**src/rtl/fp_operand_issuer.sv**
```systemverilog
// Operand-pair feeder for the floating-point cores: buffers pairs in a FIFO, issues them on
// independent A/B AXI-Stream channels under a credit limit, and passes results straight through.
module fp_operand_issuer #(
    parameter int DATA_W          = 32,
    parameter int DEPTH           = 8,
    parameter int MAX_OUTSTANDING = 16
) (
    input  logic                               aclk,
    input  logic                               aresetn,
    input  logic                               in_valid,
    output logic                               in_ready,
    input  logic [DATA_W-1:0]                  in_a,
    input  logic [DATA_W-1:0]                  in_b,
    output logic                               s_axis_a_tvalid,
    input  logic                               s_axis_a_tready,
    output logic [DATA_W-1:0]                  s_axis_a_tdata,
    output logic                               s_axis_b_tvalid,
    input  logic                               s_axis_b_tready,
    output logic [DATA_W-1:0]                  s_axis_b_tdata,
    input  logic                               m_axis_result_tvalid,
    output logic                               m_axis_result_tready,
    input  logic [DATA_W-1:0]                  m_axis_result_tdata,
    output logic                               res_valid,
    output logic [DATA_W-1:0]                  res_data,
    input  logic                               res_ready,
    output logic [$clog2(DEPTH):0]             fifo_level,
    output logic [$clog2(MAX_OUTSTANDING):0]   outstanding,
    output logic                               err_unexpected
);

    localparam int AW = $clog2(DEPTH);
    localparam int LW = AW + 1;
    localparam int OW = $clog2(MAX_OUTSTANDING) + 1;

    typedef enum logic {
        IDLE,
        ISSUE
    } state_t;

    state_t            state_q, state_d;

    logic [DATA_W-1:0] mem_a [DEPTH];
    logic [DATA_W-1:0] mem_b [DEPTH];
    logic [AW-1:0]     wr_ptr, rd_ptr;
    logic [LW-1:0]     level_q;

    logic [OW-1:0]     out_q;
    logic              err_q;

    logic              a_valid_q, b_valid_q;
    logic [DATA_W-1:0] a_data_q, b_data_q;

    logic              push, load, fifo_empty, head_avail;
    logic [DATA_W-1:0] head_a, head_b;
    logic              a_done, b_done, retire, credit_ok;
    logic              res_hs, res_dec;

    // ------------------------------------------------------------------
    // Operand-pair FIFO. An empty FIFO forwards the incoming pair so the
    // issue stage can load it in the same cycle it is pushed.
    // ------------------------------------------------------------------
    assign in_ready   = (level_q < LW'(DEPTH));
    assign push       = in_valid && in_ready;
    assign fifo_empty = (level_q == '0);
    assign head_avail = !fifo_empty || push;
    assign head_a     = fifo_empty ? in_a : mem_a[rd_ptr];
    assign head_b     = fifo_empty ? in_b : mem_b[rd_ptr];

    // NOTE: the storage array carries no reset; validity is tracked by the pointers and level alone.
    always_ff @(posedge aclk) begin
        if (push) begin
            mem_a[wr_ptr] <= in_a;
            mem_b[wr_ptr] <= in_b;
        end
    end

    // NOTE: every clocked block uses non-blocking assignments so all registers update from pre-edge values.
    always_ff @(posedge aclk or negedge aresetn) begin
        if (!aresetn) begin
            wr_ptr  <= '0;
            rd_ptr  <= '0;
            level_q <= '0;
        end else begin
            if (push) wr_ptr <= wr_ptr + AW'(1);
            if (load) rd_ptr <= rd_ptr + AW'(1);
            unique case ({push, load})
                2'b10:   level_q <= level_q + LW'(1);
                2'b01:   level_q <= level_q - LW'(1);
                default: level_q <= level_q;
            endcase
        end
    end

    // ------------------------------------------------------------------
    // Issue control. A retiring pair is counted into the credit check so
    // a same-cycle reload can never push outstanding past the limit.
    // ------------------------------------------------------------------
    assign a_done    = !a_valid_q || s_axis_a_tready;
    assign b_done    = !b_valid_q || s_axis_b_tready;
    assign retire    = (state_q == ISSUE) && a_done && b_done;
    assign credit_ok = ({1'b0, out_q} + {{OW{1'b0}}, retire}) < (OW + 1)'(MAX_OUTSTANDING);

    // NOTE: defaults first so every path assigns every output and no latch is inferred.
    always_comb begin
        state_d = state_q;
        load    = 1'b0;
        unique case (state_q)
            IDLE: begin
                if (head_avail && credit_ok) begin
                    load    = 1'b1;
                    state_d = ISSUE;
                end
            end
            ISSUE: begin
                if (retire) begin
                    if (head_avail && credit_ok) load    = 1'b1;
                    else                         state_d = IDLE;
                end
            end
            default: state_d = IDLE;
        endcase
    end

    always_ff @(posedge aclk or negedge aresetn) begin
        if (!aresetn) state_q <= IDLE;
        else          state_q <= state_d;
    end

    // Each channel drops its own valid on its handshake; data holds until reload.
    always_ff @(posedge aclk or negedge aresetn) begin
        if (!aresetn) begin
            a_valid_q <= 1'b0;
            b_valid_q <= 1'b0;
            a_data_q  <= '0;
            b_data_q  <= '0;
        end else if (load) begin
            a_valid_q <= 1'b1;
            b_valid_q <= 1'b1;
            a_data_q  <= head_a;
            b_data_q  <= head_b;
        end else begin
            if (a_valid_q && s_axis_a_tready) a_valid_q <= 1'b0;
            if (b_valid_q && s_axis_b_tready) b_valid_q <= 1'b0;
        end
    end

    assign s_axis_a_tvalid = a_valid_q;
    assign s_axis_a_tdata  = a_data_q;
    assign s_axis_b_tvalid = b_valid_q;
    assign s_axis_b_tdata  = b_data_q;

    // ------------------------------------------------------------------
    // Result pass-through and in-flight accounting.
    // ------------------------------------------------------------------
    assign res_valid            = m_axis_result_tvalid;
    assign res_data             = m_axis_result_tdata;
    assign m_axis_result_tready = res_ready;

    assign res_hs  = m_axis_result_tvalid && res_ready;
    assign res_dec = res_hs && (out_q != '0);

    always_ff @(posedge aclk or negedge aresetn) begin
        if (!aresetn) begin
            out_q <= '0;
            err_q <= 1'b0;
        end else begin
            unique case ({retire, res_dec})
                2'b10:   out_q <= out_q + OW'(1);
                2'b01:   out_q <= out_q - OW'(1);
                default: out_q <= out_q;
            endcase
            // A result with nothing in flight is a core protocol fault; latch it until reset.
            if (res_hs && (out_q == '0)) err_q <= 1'b1;
        end
    end

    assign fifo_level     = level_q;
    assign outstanding    = out_q;
    assign err_unexpected = err_q;

endmodule

```
**config.mk**
```make
export PLATFORM = sky130hd
export DESIGN_NAME = fp_operand_issuer
export DESIGN_NICKNAME = d
export VERILOG_FILES = /design/src/rtl/fp_operand_issuer.sv
export SDC_FILE = /design/constraint.sdc
export NUM_CORES = 1
export LEC_CHECK = 0
export BUFFER_PORTS_ARGS = -buffer_cell sky130_fd_sc_hd__buf_4
export CORE_ASPECT_RATIO = 1.5
export CORE_MARGIN = 1.5
export CORE_UTILIZATION = 50
export CTS_CLUSTER_SIZE = 8
export DETAILED_ROUTE_END_ITERATION = 6
export PLACE_DENSITY = 0.68
export SLEW_MARGIN = 20
export SYNTH_ARGS = -nofsm -noshare
export SYNTH_HDL_FRONTEND = slang
export SYNTH_SLANG_ARGS = --single-unit
export TNS_END_PERCENT = 10
```
**constraint.sdc**
```tcl
create_clock -name aclk -period 7.9 [get_ports aclk]
set_input_delay 0.79 -clock aclk [delete_from_list [all_inputs] [get_ports aclk]]
set_output_delay 0.79 -clock aclk [all_outputs]
set_load 0.02 [all_outputs]
```
==> impl_metrics.tcl <==
set metrics [dict create \
    slew_headroom 0.286 \
    max-clock-path-buffers 3 \
    ys_ff_latch 595 \
    yosys.cell_types.count 36 \
    maxCapViolCount 0 \
    syn_area_sq_um 23300 \
    fin_crit_sh 0.409 \
    cp.arrival_ns 3.70 \
    syn_area_per_cell_sq_um 18.9 \
    fin_hold_ws_ns 0.234 \
    fin_cells 2040 \
    skew_ns 0.0211 \
    cts_made_buffers 84 \
    initial_core_util 0.508 \
    h-tree-depth 3 \
    ant_nets 0 \
    final-seq-area_sq_um 17500 \
    grt_max_degree 104 \
    synth_flop_cell "edfxtp_1" \
    path_clk_slew_ns 0.05 \
    rsz0062_at_grt "no" \
    synth-async-reset-ratio 0.139 \
    final_core_util 0.594 \
    cts_sinks 595 \
    gp_congestion 0.713 \
    crit_type "flop to flop" \
    place_ws_ns 4.27 \
    slew_violations 0 \
    globalRouteOverflowTotal 0 \
    crit_end "fifo_level[2]$_DFFE_PN0P_" \
    p_leak_nw 9.67 \
    portBuffers 149 \
    worst_slew_pin_slew_ns 1.07 \
    peakVddDrop_v 0.000292 \
    dp_hpwl_microns 25500 \
    min_period_ns 3.23 \
    final_cell_mix "edfxtp_1, buf_4, nand2_1" \
    endpoint_kind "flop" \
    drtIter0Drc 865 \
    drive_gt1_frac 0.280 \
    r2r_cells 11 \
    wire_per_inst_microns 23.4 \
    required_ns 8.38 \
    firstDrtPassIters 5 \
    finalPower_mw 10.7 \
    r2r-end "fifo_level[2]$_DFFE_PN0P_" \
    hp-class "input port to async pin" \
    drc 0 \
    power_density_nw_per_um2 394 \
    fin_ws_ns 4.67 \
    syn2layout_area_growth_pct 16.9 \
    startpoint_type "flop" \
    final_common_cell "edfxtp_1" \
    std_cell_rows 96 \
    clk_latency_ns 0.60 \
    totalWireLength_microns 47700 \
    antenna_cells 0 \
    finalHoldViolations 0 \
    synth_cells 1231 \
    dieArea_sq_um 47900 \
    synth_nets 1344 \
    ys_seq_area_frac 0.749 \
    crit_start "fifo_level[2]$_DFFE_PN0P_" \
    place_area_sq_um 24800 \
    cts_setup_buffers 0 \
    grt_pass1_vias 12400 \
    path_max_fanout 61 \
    yosys_warnings 0 \
    dr_total_vias 11600 \
    post_cts_resized 0 \
    synth-edff-count 512 \
    fin_area_sq_um 27300 \
    r2r_slack_ns 4.67 \
    nNetsFinal 1497 \
    fillers 3389 \
    tns_ns 0 \
    cts_tree "done" \
    die_x_microns 179 \
    ioPinCount 214 \
    grt_pass1_wl_microns 73200 \
    postCtsHoldBufs 0 \
    setup_violations 0 \
    track_usage 0.209 \
    dieHeight_microns 267 \
    clock-root-buffer "clkbuf_16" \
    multi_input_area_sq_um 5300 \
    max_freq_ghz 0.310 \
    r2r_start "fifo_level[2]$_DFFE_PN0P_" \
    place_inst 1886 \
    post_drt_via_cell_ratio 5.67 \
    coreArea_sq_um 45900 \
    grt_antenna_before_repair 1 \
    run_status "finished clean" \
]
## registers in the layout, summed over array words and instances (netlist names)
name             count
mem_a              256
mem_b              256
s_axis_a_tdata      32
s_axis_b_tdata      32
outstanding          5
fifo_level           4
rd_ptr               3
wr_ptr               3
err_unexpected       1
s_axis_a_tvalid      1
s_axis_b_tvalid      1
state_q              1
## per-layer routing
| layer | vias to the layer above | wire [microns] | track usage |
|---|---|---|---|
| met5 | - | 12 | 0 |
| met2 | 328 | 25100 | 0.357 |
| met3 | 102 | 2320 | 0.0336 |
| li1 | 5131 | - | - |
| met1 | 6003 | 18800 | 0.262 |
| met4 | 2 | 1400 | 0.0907 |
## kinds of logic after synthesis
| kind of cell | share of synthesized area |
|---|---|
| mux | 0.154 |
| simple gates | 0.0290 |
| fa+ha+maj | 0.00569 |
| buf+inv | 0.0263 |
| xor+xnor | 0.00526 |
| compound gates | 0.0312 |
| flops | 0.749 |
## worst max-delay path, stage by stage (launching register included)
cell,delay [ns]
dfrtp_1,0.44
or4_4,0.87
o21bai_2,0.25
a21o_4,0.27
inv_2,0.10
ha_1,0.28
xor2_1,0.18
ha_1,0.19
a21oi_1,0.15
xor2_1,0.17
nor2_1,0.06
xor2_1,0.14
## area by class of cell
| cell class | instances | area share |
|---|---|---|
| Inverter | 8 | 0.00110 |
| Clock buffer | 149 | 0.0884 |
| Timing Repair Buffer | 166 | 0.0463 |
| Multi-Input combinational cell | 529 | 0.194 |
| Tap cell | 588 | 0.0270 |
| Sequential cell | 595 | 0.641 |
| Clock inverter | 5 | 0.00197 |
## Yosys cell counts, types with 7 or more instances
| master | count | area [sq um] |
|---|---|---|
| nand2_1 | 139 | 522 |
| buf_2 | 18 | 90.1 |
| buf_1 | 13 | 48.8 |
| dfrtp_1 | 83 | 2080 |
| ha_1 | 9 | 113 |
| buf_4 | 48 | 360 |
| xor2_1 | 8 | 70.1 |
| edfxtp_1 | 512 | 15400 |
| mux2i_1 | 66 | 661 |
| inv_1 | 7 | 26.3 |
| mux4_2 | 128 | 2880 |
| o21ai_0 | 132 | 661 |
| nor2_1 | 11 | 41.3 |
| clkbuf_1 | 18 | 67.6 |
## worst min path at each step
stage                                          start                              to  slack [ns]  depth (start not counted)
final                                        aresetn  s_axis_b_tdata[15]$_DFFE_PN0P_        0.23                          1
after global routing                         aresetn  s_axis_b_tdata[13]$_DFFE_PN0P_        0.26                          1
after CTS                                    aresetn      outstanding[0]$_DFFE_PN0P_        0.23                          1
after detailed placement  err_unexpected$_DFFE_PN0P_      err_unexpected$_DFFE_PN0P_        0.46                          1
after global placement    err_unexpected$_DFFE_PN0P_      err_unexpected$_DFFE_PN0P_        0.45                          1
after floorplan                wr_ptr[2]$_DFFE_PN0P_           wr_ptr[2]$_DFFE_PN0P_        0.46                          1
## where the power goes
group	switching, mW	leakage [nW]	internal [mW]
Sequential	0.364	5.63	3.96
Clock	1.26	1.17	2.05
Combinational	1.69	2.87	1.43
Total	3.31	9.67	7.43
No activity file was read; power rests on OpenSTA's default activity.
